File: config.mk
export PLATFORM = sky130hd
export DESIGN_NAME = skid_ctrl_gen_mc
export DESIGN_NICKNAME = d
export VERILOG_FILES = /design/src/rtl/skid_ctrl_gen_mc.sv
export SDC_FILE = /design/constraint.sdc
export NUM_CORES = 1
export LEC_CHECK = 0
export ABC_AREA = 1
export ABC_CLOCK_PERIOD_IN_PS = 2200
export CAP_MARGIN = 5
export CORE_MARGIN = 2
export CORE_UTILIZATION = 47
export CTS_CLUSTER_DIAMETER = 60
export DETAILED_ROUTE_END_ITERATION = 10
export PLACE_DENSITY_LB_ADDON = 0.25
export SLEW_MARGIN = 20
export SYNTH_ARGS = -nofsm -noshare
export SYNTH_HDL_FRONTEND = slang
export SYNTH_SLANG_ARGS = --single-unit
export TNS_END_PERCENT = 5
File: constraint.sdc
create_clock -name sys_clk -period 2.2 [get_ports sys_clk]
set_input_delay 0.22 -clock sys_clk [delete_from_list [all_inputs] [get_ports sys_clk]]
set_output_delay 0.22 -clock sys_clk [all_outputs]
set_load 0.05 [all_outputs]
File: src/rtl/skid_ctrl_gen_mc.sv
// Per-lane skid-select generator for SCU.memShare(): one NOSKID/SKID controller per lane applying rules 1-3, plus b2b overrun flags.
// Latency: one cycle from sampled inputs to skid/b2b outputs; skid_active_cnt_o is combinational on the registered skid bits.
// Backpressure: none; valid_i qualifies the inputs and all lane state holds while it is low; flush_i clears regardless of valid_i.
module skid_ctrl_gen_mc #(
  parameter int CH_NUM            = 4,
  parameter int MAX_ALLOC_SEQ_NUM = 2,
  localparam int CNT_W            = $clog2(CH_NUM + 1)
) (
  input  logic              sys_clk,
  input  logic              rst,
  input  logic              valid_i,
  input  logic              flush_i,
  input  logic              pipeCycle_begin_i,
  input  logic [CH_NUM-1:0] isGtr_i,
  output logic [CH_NUM-1:0] isColAddr_skid_o,
  output logic [CH_NUM-1:0] b2b_evt_o,
  output logic [CH_NUM-1:0] b2b_sticky_o,
  output logic [CNT_W-1:0]  skid_active_cnt_o
);

  // Run counter only needs to reach MAX_ALLOC_SEQ_NUM: the overrun resets it.
  localparam int RUN_W = $clog2(MAX_ALLOC_SEQ_NUM + 1);
  localparam logic [RUN_W-1:0] RUN_MAX = RUN_W'(MAX_ALLOC_SEQ_NUM);
  localparam logic [RUN_W-1:0] RUN_ONE = RUN_W'(1);

  // Elaboration-time parameter sanity: a zero-lane or zero-sequence build is meaningless.
  if (CH_NUM < 1) begin : gBadChNum
    $fatal(1, "skid_ctrl_gen_mc: CH_NUM must be >= 1");
  end
  if (MAX_ALLOC_SEQ_NUM < 1) begin : gBadMaxSeq
    $fatal(1, "skid_ctrl_gen_mc: MAX_ALLOC_SEQ_NUM must be >= 1");
  end

  typedef enum logic {
    NOSKID = 1'b0,
    SKID   = 1'b1
  } skidState_t;

  skidState_t             stateQ [CH_NUM];
  skidState_t             stateD [CH_NUM];
  logic [RUN_W-1:0]       runQ   [CH_NUM];
  logic [RUN_W-1:0]       runD   [CH_NUM];
  logic [CH_NUM-1:0]      evtQ;
  logic [CH_NUM-1:0]      evtD;
  logic [CH_NUM-1:0]      stickyQ;
  logic [CH_NUM-1:0]      stickyD;
  logic [CNT_W-1:0]       activeCnt;

  // State, run counters and flags: async clear on rst, otherwise load the next-state values.
  always_ff @(posedge sys_clk or posedge rst) begin
    if (rst) begin
      for (int c = 0; c < CH_NUM; c++) begin
        stateQ[c] <= NOSKID;
        runQ[c]   <= '0;
      end
      evtQ    <= '0;
      stickyQ <= '0;
    end else begin
      for (int c = 0; c < CH_NUM; c++) begin
        stateQ[c] <= stateD[c];
        runQ[c]   <= runD[c];
      end
      evtQ    <= evtD;
      stickyQ <= stickyD;
    end
  end

  // Per-lane next state: flush first, then on valid cycles rule 2 beats rules 1/3, run counts consecutive isGtr.
  always_comb begin
    for (int c = 0; c < CH_NUM; c++) begin
      stateD[c]  = stateQ[c];
      runD[c]    = runQ[c];
      evtD[c]    = 1'b0;
      stickyD[c] = stickyQ[c];

      if (flush_i) begin
        stateD[c]  = NOSKID;
        runD[c]    = '0;
        stickyD[c] = 1'b0;
      end else if (valid_i) begin
        if (isGtr_i[c] && (runQ[c] == RUN_MAX)) begin
          // Overrun: too many back-to-back allocation sequences; drop out of skid and restart the run.
          stateD[c]  = NOSKID;
          runD[c]    = '0;
          evtD[c]    = 1'b1;
          stickyD[c] = 1'b1;
        end else begin
          if ((stateQ[c] == NOSKID) && isGtr_i[c]) begin
            stateD[c] = SKID;
          end else if ((stateQ[c] == SKID) && isGtr_i[c] && pipeCycle_begin_i) begin
            stateD[c] = NOSKID;
          end
          runD[c] = isGtr_i[c] ? (runQ[c] + RUN_ONE) : '0;
        end
      end
    end
  end

  // Skid select is the lane state bit itself, so it is registered with no extra stage.
  always_comb begin
    isColAddr_skid_o = '0;
    for (int c = 0; c < CH_NUM; c++) begin
      isColAddr_skid_o[c] = (stateQ[c] == SKID);
    end
  end

  // Number of lanes currently skidding, taken straight from the registered selects.
  always_comb begin
    activeCnt = '0;
    for (int c = 0; c < CH_NUM; c++) begin
      activeCnt = activeCnt + CNT_W'(isColAddr_skid_o[c]);
    end
  end

  assign b2b_evt_o         = evtQ;
  assign b2b_sticky_o      = stickyQ;
  assign skid_active_cnt_o = activeCnt;

endmodule

==> flow_summary.rst, run 1 <==
.. list-table::
   :header-rows: 1

   * - Metric
     - Value
   * - Total Routing Usage GR
     - 18.0%
   * - Number of buffers on the longest clock path
     - 2
   * - Final standard cell utilization of the core
     - 65.5%
   * - Sequential fraction of the synthesis area
     - 52.8%
   * - Status
     - completed
   * - Net count of the finished layout
     - 148
   * - Die Ht
     - 48.9 um
   * - CTS tree
     - yes
   * - Routed via count divided by cell count
     - 4.92
   * - Largest net degree at the start of global routing
     - 21
   * - Instance area after placement
     - 1210 um2
   * - Post-detailed-route DRC marker count
     - 0
   * - Maximum fanout encountered on the critical timing path
     - 2
   * - Flop-to-flop setup slack
     - 1.06 ns
   * - Filler-free cell count of the finished design
     - 158
   * - Highest-count cells in the layout ignoring fill and taps
     - 22 x sky130_fd_sc_hd__nand2_1, 20 x sky130_fd_sc_hd__clkdlybuf4s50_1, 18 x sky130_fd_sc_hd__dfrtp_1
   * - Number of antenna violations at the first check in global routing
     - 0
   * - Pin slew with the least headroom to its limit
     - 0.758 ns
   * - Number of synthesized register bits
     - 20
   * - Worst hold-check path type
     - in -> async
   * - Number of hold-slack violations in the final timing report
     - 0
   * - Leading cell type in the layout, fill and taps excluded
     - sky130_fd_sc_hd__nand2_1
   * - Leakage power total
     - 0.589 nW
   * - FILL cells
     - 174
   * - Number of cells traversed by the worst register-to-register path
     - 5
   * - Final max-slew violation count
     - 0
   * - First-pass GRT wire length
     - 3.31 mm
   * - Root cell of the clock tree
     - sky130_fd_sc_hd__clkbuf_4
   * - Worst hold margin
     - 0.347 ns
   * - R2r endpoint
     - runQ[4]$_DFFE_PP0P_
   * - Worst max-slew margin expressed relative to the limit
     - 49.4%
   * - Post-synthesis cell area
     - 948 um2
   * - Category of the most critical setup path
     - reg -> out
   * - Effective utilization at floorplan
     - 48.8%
   * - Final design area excluding fillers
     - 1270 um2
   * - Number of maximum-capacitance constraint violations
     - 0
   * - Final setup fails
     - 0
   * - GRT Residual Overflow
     - 0
   * - Width of the die
     - 48.9 um
   * - # diodes
     - 0
   * - # port buffers
     - 23
   * - Post-synthesis average cell area
     - 9.03 um2
   * - Clock net sink count
     - 20
   * - Data required time of the worst path
     - 1.98 ns
   * - Placeable core area
     - 1940 um2
   * - Arr. time, crit path
     - 1.87 ns
   * - Die Area
     - 2390 um2
   * - Dpl ws
     - 0.316 ns
   * - Top-level I/O count
     - 24
   * - Number of global-route vias before repair
     - 728
   * - Fmax
     - 478 MHz
   * - Number of synthesis warnings
     - 0
   * - Aggregate routed wire length
     - 1.94 mm
   * - Site Rows
     - 16
   * - Total chip power
     - 905 uW
   * - Number of DRC markers in iteration 0
     - 4
   * - Crit start category
     - flop
   * - Proportion of layout cells with a drive suffix above 1
     - 12.2%
   * - DRT Pass-1 Iters
     - 4
   * - Reg2Reg Launch Point
     - runQ[4]$_DFFE_PP0P_
   * - Unrepaired setup endpoints after global routing
     - no
   * - Synthesized net count
     - 121
   * - Via count of the routed design
     - 777
   * - Clock network latency to the later pin of the worst-skew pair
     - 0.29 ns
   * - Max rail drop VDD
     - 0.000480 V
   * - Unique cell type count in the Yosys netlist
     - 15
   * - Final weighted congestion in routability-driven placement
     - 0.719
   * - Type of destination of the critical path
     - primary output
   * - Final worst clock skew
     - 0.00495 ns
   * - Instance count of the mapped netlist
     - 105
   * - Clock transition at the registers of the reported paths
     - 0.11 ns
   * - Sum of negative setup slack
     - 0 ns
   * - Final clock period utilization by the worst path
     - 95.0%
   * - Number of levels in the clock H-tree
     - 1
   * - Final period demand of the worst path
     - 2.09 ns
   * - Instance count after placement with tap cells included
     - 153
   * - Number of CTS-inserted buffers
     - 3
   * - Final HPWL DP
     - 1.44 mm
   * - Minimum setup slack in the final design
     - 0.110 ns
   * - Relative area change from synthesis to final layout
     - 34.2%
   * - Areal power density over the cells
     - 712 nW/um2
   * - Routed length per instance
     - 12.3 um
   * - Remaining antenna violation count after routing
     - 0
## worst max-delay path, stage by stage (launching register included)
cell and delay [ns]:
sky130_fd_sc_hd__dfrtp_2 0.38, sky130_fd_sc_hd__inv_1 0.05, sky130_fd_sc_hd__fa_1 0.52, sky130_fd_sc_hd__inv_1 0.05, sky130_fd_sc_hd__ha_2 0.18, sky130_fd_sc_hd__ha_4 0.27, sky130_fd_sc_hd__buf_12 0.13
## registers in the layout (all words and copies together) (netlist names)
name and count:
runQ 8, b2b_sticky_o 4, b2b_evt_o 4, isColAddr_skid_o 4
## synthesized netlist by cell type
cell type / count / share of area [%]
sky130_fd_sc_hd__ha_1: 6 / 7.9
sky130_fd_sc_hd__nand2_1: 22 / 8.7
sky130_fd_sc_hd__nor2_1: 9 / 3.6
sky130_fd_sc_hd__nor2_2: 3 / 2.0
sky130_fd_sc_hd__a21oi_1: 4 / 2.1
sky130_fd_sc_hd__nand4_1: 4 / 2.6
sky130_fd_sc_hd__inv_2: 1 / 0.40
sky130_fd_sc_hd__buf_6: 1 / 1.2
sky130_fd_sc_hd__inv_1: 14 / 5.5
sky130_fd_sc_hd__buf_4: 1 / 0.79
sky130_fd_sc_hd__o21ai_0: 12 / 6.3
sky130_fd_sc_hd__fa_1: 1 / 2.1
sky130_fd_sc_hd__nand3_1: 6 / 3.2
sky130_fd_sc_hd__dfrtp_1: 20 / 53
sky130_fd_sc_hd__nand3b_1: 1 / 0.79
## area by class of cell
class / instances / area [um2] / area share (%)
flip-flops and latches: 20 / 503 / 39.5
inverters: 15 / 56.3 / 4.42
repair buffers: 24 / 255 / 20.1
well taps: 27 / 33.8 / 2.65
multi-input cells: 68 / 388 / 30.5
clock buffers: 4 / 36.3 / 2.85
## what timing repair did
action,4_1_cts,5_1_grt
resized for setup,0,2
hold buffers,0,0
endpoints found under the setup margin,1,1
buffers inserted,1,0
## where the power goes
| part | switching [mW] | internal, mW |
|---|---|---|
| clock network | 0.110 | 0.101 |
| logic | 0.173 | 0.126 |
| registers | 0.0120 | 0.383 |
## routing by layer
layer	global-route usage [%]	part of all wire, %	vias to the layer above	wire length (um)
met3	3.37	3.6	2	69
met2	31.7	51	14	986
met4	5.71	0.88	0	17
met5	0	0	-	0
met1	22.3	45	367	868
li1	-	-	394	-
## cells by family (layout without fill, tap and decap cells)
logic type                 after synthesis  in the layout  synth area share, %
and+or+nand+nor                         45             45                 20.8
DFF                                     20             20                 52.8
buffers and inverters                   17             43                 7.92
AOI/OAI and AO/OA                       16             16                 8.44
adders and majority gates                7              7                 10.0
## how the worst max path moves through the flow
stage                                     from                    to  slack, ns  cells after the start
2_1_floorplan  isColAddr_skid_o[3]$_DFFE_PP0P_  skid_active_cnt_o[1]       0.01                      5
3_3_place_gp   isColAddr_skid_o[0]$_DFFE_PP0P_  skid_active_cnt_o[1]       0.37                      6
3_5_place_dp   isColAddr_skid_o[0]$_DFFE_PP0P_  skid_active_cnt_o[1]       0.32                      6
4_1_cts        isColAddr_skid_o[3]$_DFFE_PP0P_  skid_active_cnt_o[1]       0.03                      6
5_1_grt        isColAddr_skid_o[3]$_DFFE_PP0P_  skid_active_cnt_o[1]       0.03                      6
6_report       isColAddr_skid_o[0]$_DFFE_PP0P_  skid_active_cnt_o[1]       0.11                      6
No activity file was read; power rests on OpenSTA's default activity.
==> inputs of run 2 (changes only) <==
--- a/config.mk
+++ b/config.mk
@@ -17,4 +17,4 @@
 export SYNTH_ARGS = -nofsm -noshare
 export SYNTH_HDL_FRONTEND = slang
 export SYNTH_SLANG_ARGS = --single-unit
-export TNS_END_PERCENT = 5
+export TNS_END_PERCENT = 20
==> results of run 2 <==
Same layout as run 1: the final DEF is identical, and so are final timing and power.
==> inputs of run 3 (changes only) <==
--- a/config.mk
+++ b/config.mk
@@ -9,7 +9,7 @@
 export ABC_CLOCK_PERIOD_IN_PS = 2200
 export CAP_MARGIN = 5
 export CORE_MARGIN = 2
-export CORE_UTILIZATION = 47
+export CORE_UTILIZATION = 40
 export CTS_CLUSTER_DIAMETER = 60
 export DETAILED_ROUTE_END_ITERATION = 10
 export PLACE_DENSITY_LB_ADDON = 0.25
==> run 3 against run 2 <==
Net effect: flip-flop and latch count did not move; clock power fell by 20%; critical path depth did not move; cell area fell by 0.59%; power shrank 4.7%; wire length shrank 1.3%; fmax down 1.6%; worst setup slack worse by 0.034 ns; first-iteration DRC count increased by 130%; utilization is 8.9 points lower; register-to-register slack lost 0.03 ns; critical endpoint unchanged; combinational power about the same; critical path type unchanged; largest power group unchanged.
==> flow_summary.rst, run 3 (synthesis results as in run 1) <==
.. list-table::
   :header-rows: 1

   * - Metric
     - Value
   * - Final HPWL DP
     - 1.44 mm
   * - Flip-flop count of the largest register after layout
     - 8
   * - Crit start category
     - flop
   * - Pin slew with the least headroom to its limit
     - 0.750 ns
   * - Number of maximum-capacitance constraint violations
     - 0
   * - Flop-to-flop setup slack
     - 1.03 ns
   * - Maximum fanout encountered on the critical timing path
     - 2
   * - Width of the die
     - 52.7 um
   * - Routed length per instance
     - 12.0 um
   * - Number of hold-slack violations in the final timing report
     - 0
   * - Max rail drop VDD
     - 0.000424 V
   * - Routed via count divided by cell count
     - 4.89
   * - Final period demand of the worst path
     - 2.12 ns
   * - Clock network latency to the later pin of the worst-skew pair
     - 0.30 ns
   * - Sequential group share of total power
     - 45.9%
   * - Leakage power total
     - 0.589 nW
   * - Number of CTS-inserted buffers
     - 3
   * - Unrepaired setup endpoints after global routing
     - no
   * - Slowest cell on the critical path
     - sky130_fd_sc_hd__fa_1
   * - Placeable core area
     - 2230 um2
   * - Relative area change from synthesis to final layout
     - 33.4%
   * - DRT Pass-1 Iters
     - 4
   * - Net count of the finished layout
     - 149
   * - Reg2Reg Launch Point
     - runQ[0]$_DFFE_PP0P_
   * - Total Routing Usage GR
     - 15.6%
   * - Post-detailed-route DRC marker count
     - 0
   * - Proportion of total power due to net switching
     - 33.6%
   * - Number of buffers added to fix hold violations after cts
     - 0
   * - Filler-free cell count of the finished design
     - 159
   * - Cell Chain, Critical Path
     - inv_1, fa_1, inv_1, ha_1, ha_4, buf_12
   * - Logic pwr share
     - 34.6%
   * - Aggregate routed wire length
     - 1.92 mm
   * - Slowest Stage Delay on Critical Path
     - 0.53 ns
   * - Top-level I/O count
     - 24
   * - Highest-count cells in the layout ignoring fill and taps
     - 22 x sky130_fd_sc_hd__nand2_1, 20 x sky130_fd_sc_hd__clkdlybuf4s50_1, 18 x sky130_fd_sc_hd__dfrtp_1
   * - Remaining antenna violation count after routing
     - 0
   * - Number of global-route vias before repair
     - 726
   * - Total net switching power
     - 290 uW
   * - Leading cell type in the layout, fill and taps excluded
     - sky130_fd_sc_hd__nand2_1
   * - Worst Setup EP
     - skid_active_cnt_o[1]
   * - CTS tree
     - yes
   * - Fraction of power consumed by the clock network
     - 19.6%
   * - Final max-slew violation count
     - 0
   * - # diodes
     - 0
   * - Sum of negative setup slack
     - 0 ns
   * - Final clock period utilization by the worst path
     - 96.6%
   * - Final weighted congestion in routability-driven placement
     - 0.758
   * - Largest net degree at the start of global routing
     - 21
   * - Worst hold-check path type
     - in -> async
   * - Internal power
     - 574 uW
   * - Site Rows
     - 17
   * - Die Ht
     - 52.7 um
   * - Category of the most critical setup path
     - reg -> out
   * - Final worst clock skew
     - 0.00542 ns
   * - Arr. time, crit path
     - 1.90 ns
   * - Proportion of layout cells with a drive suffix above 1
     - 11.5%
   * - # port buffers
     - 23
   * - Fmax
     - 471 MHz
   * - Worst max-slew margin expressed relative to the limit
     - 50.0%
   * - Clock net sink count
     - 20
   * - Instance count after placement with tap cells included
     - 154
   * - FILL cells
     - 207
   * - Reg with most FFs
     - runQ
   * - Number of levels in the clock H-tree
     - 1
   * - Die Area
     - 2780 um2
   * - Effective utilization at floorplan
     - 42.5%
   * - First-pass GRT wire length
     - 3.15 mm
   * - Number of buffers on the longest clock path
     - 2
   * - Status
     - completed
   * - GRT Residual Overflow
     - 0
   * - Number of DRC markers in iteration 0
     - 9
   * - First element of the critical path
     - isColAddr_skid_o[0]$_DFFE_PP0P_
   * - Number of antenna violations at the first check in global routing
     - 0
   * - Cell repeated most along the worst path
     - sky130_fd_sc_hd__inv_1
   * - Via count of the routed design
     - 778
   * - Clock transition at the registers of the reported paths
     - 0.11 ns
   * - Number of cells traversed by the worst register-to-register path
     - 5
   * - Final setup fails
     - 0
   * - Root cell of the clock tree
     - sky130_fd_sc_hd__clkbuf_4
   * - Type of destination of the critical path
     - primary output
   * - Data required time of the worst path
     - 1.98 ns
   * - R2r endpoint
     - runQ[0]$_DFFE_PP0P_
   * - Areal power density over the cells
     - 682 nW/um2
[run 3: critical path, delay by kind of cell, from the launching register on]
family	cells	cell delay [ns]
adder cells (fa/ha/maj)	3	1.01
flip-flops	1	0.37
buffers and inverters	3	0.23
[run 3: timing repair]
action | 4_1_cts | 5_1_grt
endpoints found under the setup margin | 0 | 1
setup buffers | 0 | 2
resized for setup | 0 | 1
[run 3: area by class of cell]
type / count / area, um2 / area share, %
sequential: 20 / 503 / 39.8
multi-input combinational: 68 / 385 / 30.5
timing repair buffer: 25 / 263 / 20.8
inverter: 15 / 56.3 / 4.45
tap: 28 / 35.0 / 2.77
clock buffer: 3 / 22.5 / 1.78
[run 3: worst min path at each step]
stage          slack (ns)                   startpoint                          end
5_1_grt              0.42                          rst       b2b_evt_o[1]$_DFF_PP0_
2_1_floorplan        0.18                          rst       b2b_evt_o[0]$_DFF_PP0_
3_3_place_gp         0.47  b2b_sticky_o[1]$_DFFE_PP0P_  b2b_sticky_o[1]$_DFFE_PP0P_
6_report             0.34                          rst       b2b_evt_o[0]$_DFF_PP0_
4_1_cts              0.36                          rst       b2b_evt_o[1]$_DFF_PP0_
3_5_place_dp         0.48  b2b_sticky_o[2]$_DFFE_PP0P_  b2b_sticky_o[2]$_DFFE_PP0P_
[run 3: through the flow]
stage / power, mW / instance area [um2] / util, % / hold slack [ns] / setup slack, ns
final: 0.863 / 1260 / 56.6 / 0.340 / 0.0759
after global routing: 0.909 / 1260 / 56.6 / 0.418 / 0.0129
after CTS: 0.858 / 1240 / 55.4 / 0.361 / 0.0128
after detailed placement: 0.687 / 1210 / 54.4 / 0.484 / 0.351
after global placement: 0.683 / 1210 / 54.4 / 0.465 / 0.365
after floorplan: 0.569 / 951 / - / 0.184 / 0.0103
[run 3: power by group through the flow]
| stage | logic, mW | clock network (mW) | registers [mW] |
|---|---|---|---|
| 2_1_floorplan | 0.134 | 0 | 0.435 |
| 3_3_place_gp | 0.280 | 0 | 0.402 |
| 3_5_place_dp | 0.283 | 0 | 0.404 |
| 4_1_cts | 0.284 | 0.177 | 0.396 |
| 5_1_grt | 0.320 | 0.191 | 0.398 |
| 6_report | 0.298 | 0.169 | 0.396 |
[run 3: routing by layer]
layer / GRT usage, % / wire [um]
met4: 3.85 / 17
met2: 26.3 / 968
met3: 3.71 / 74
met1: 20.0 / 855
met5: 0 / 0
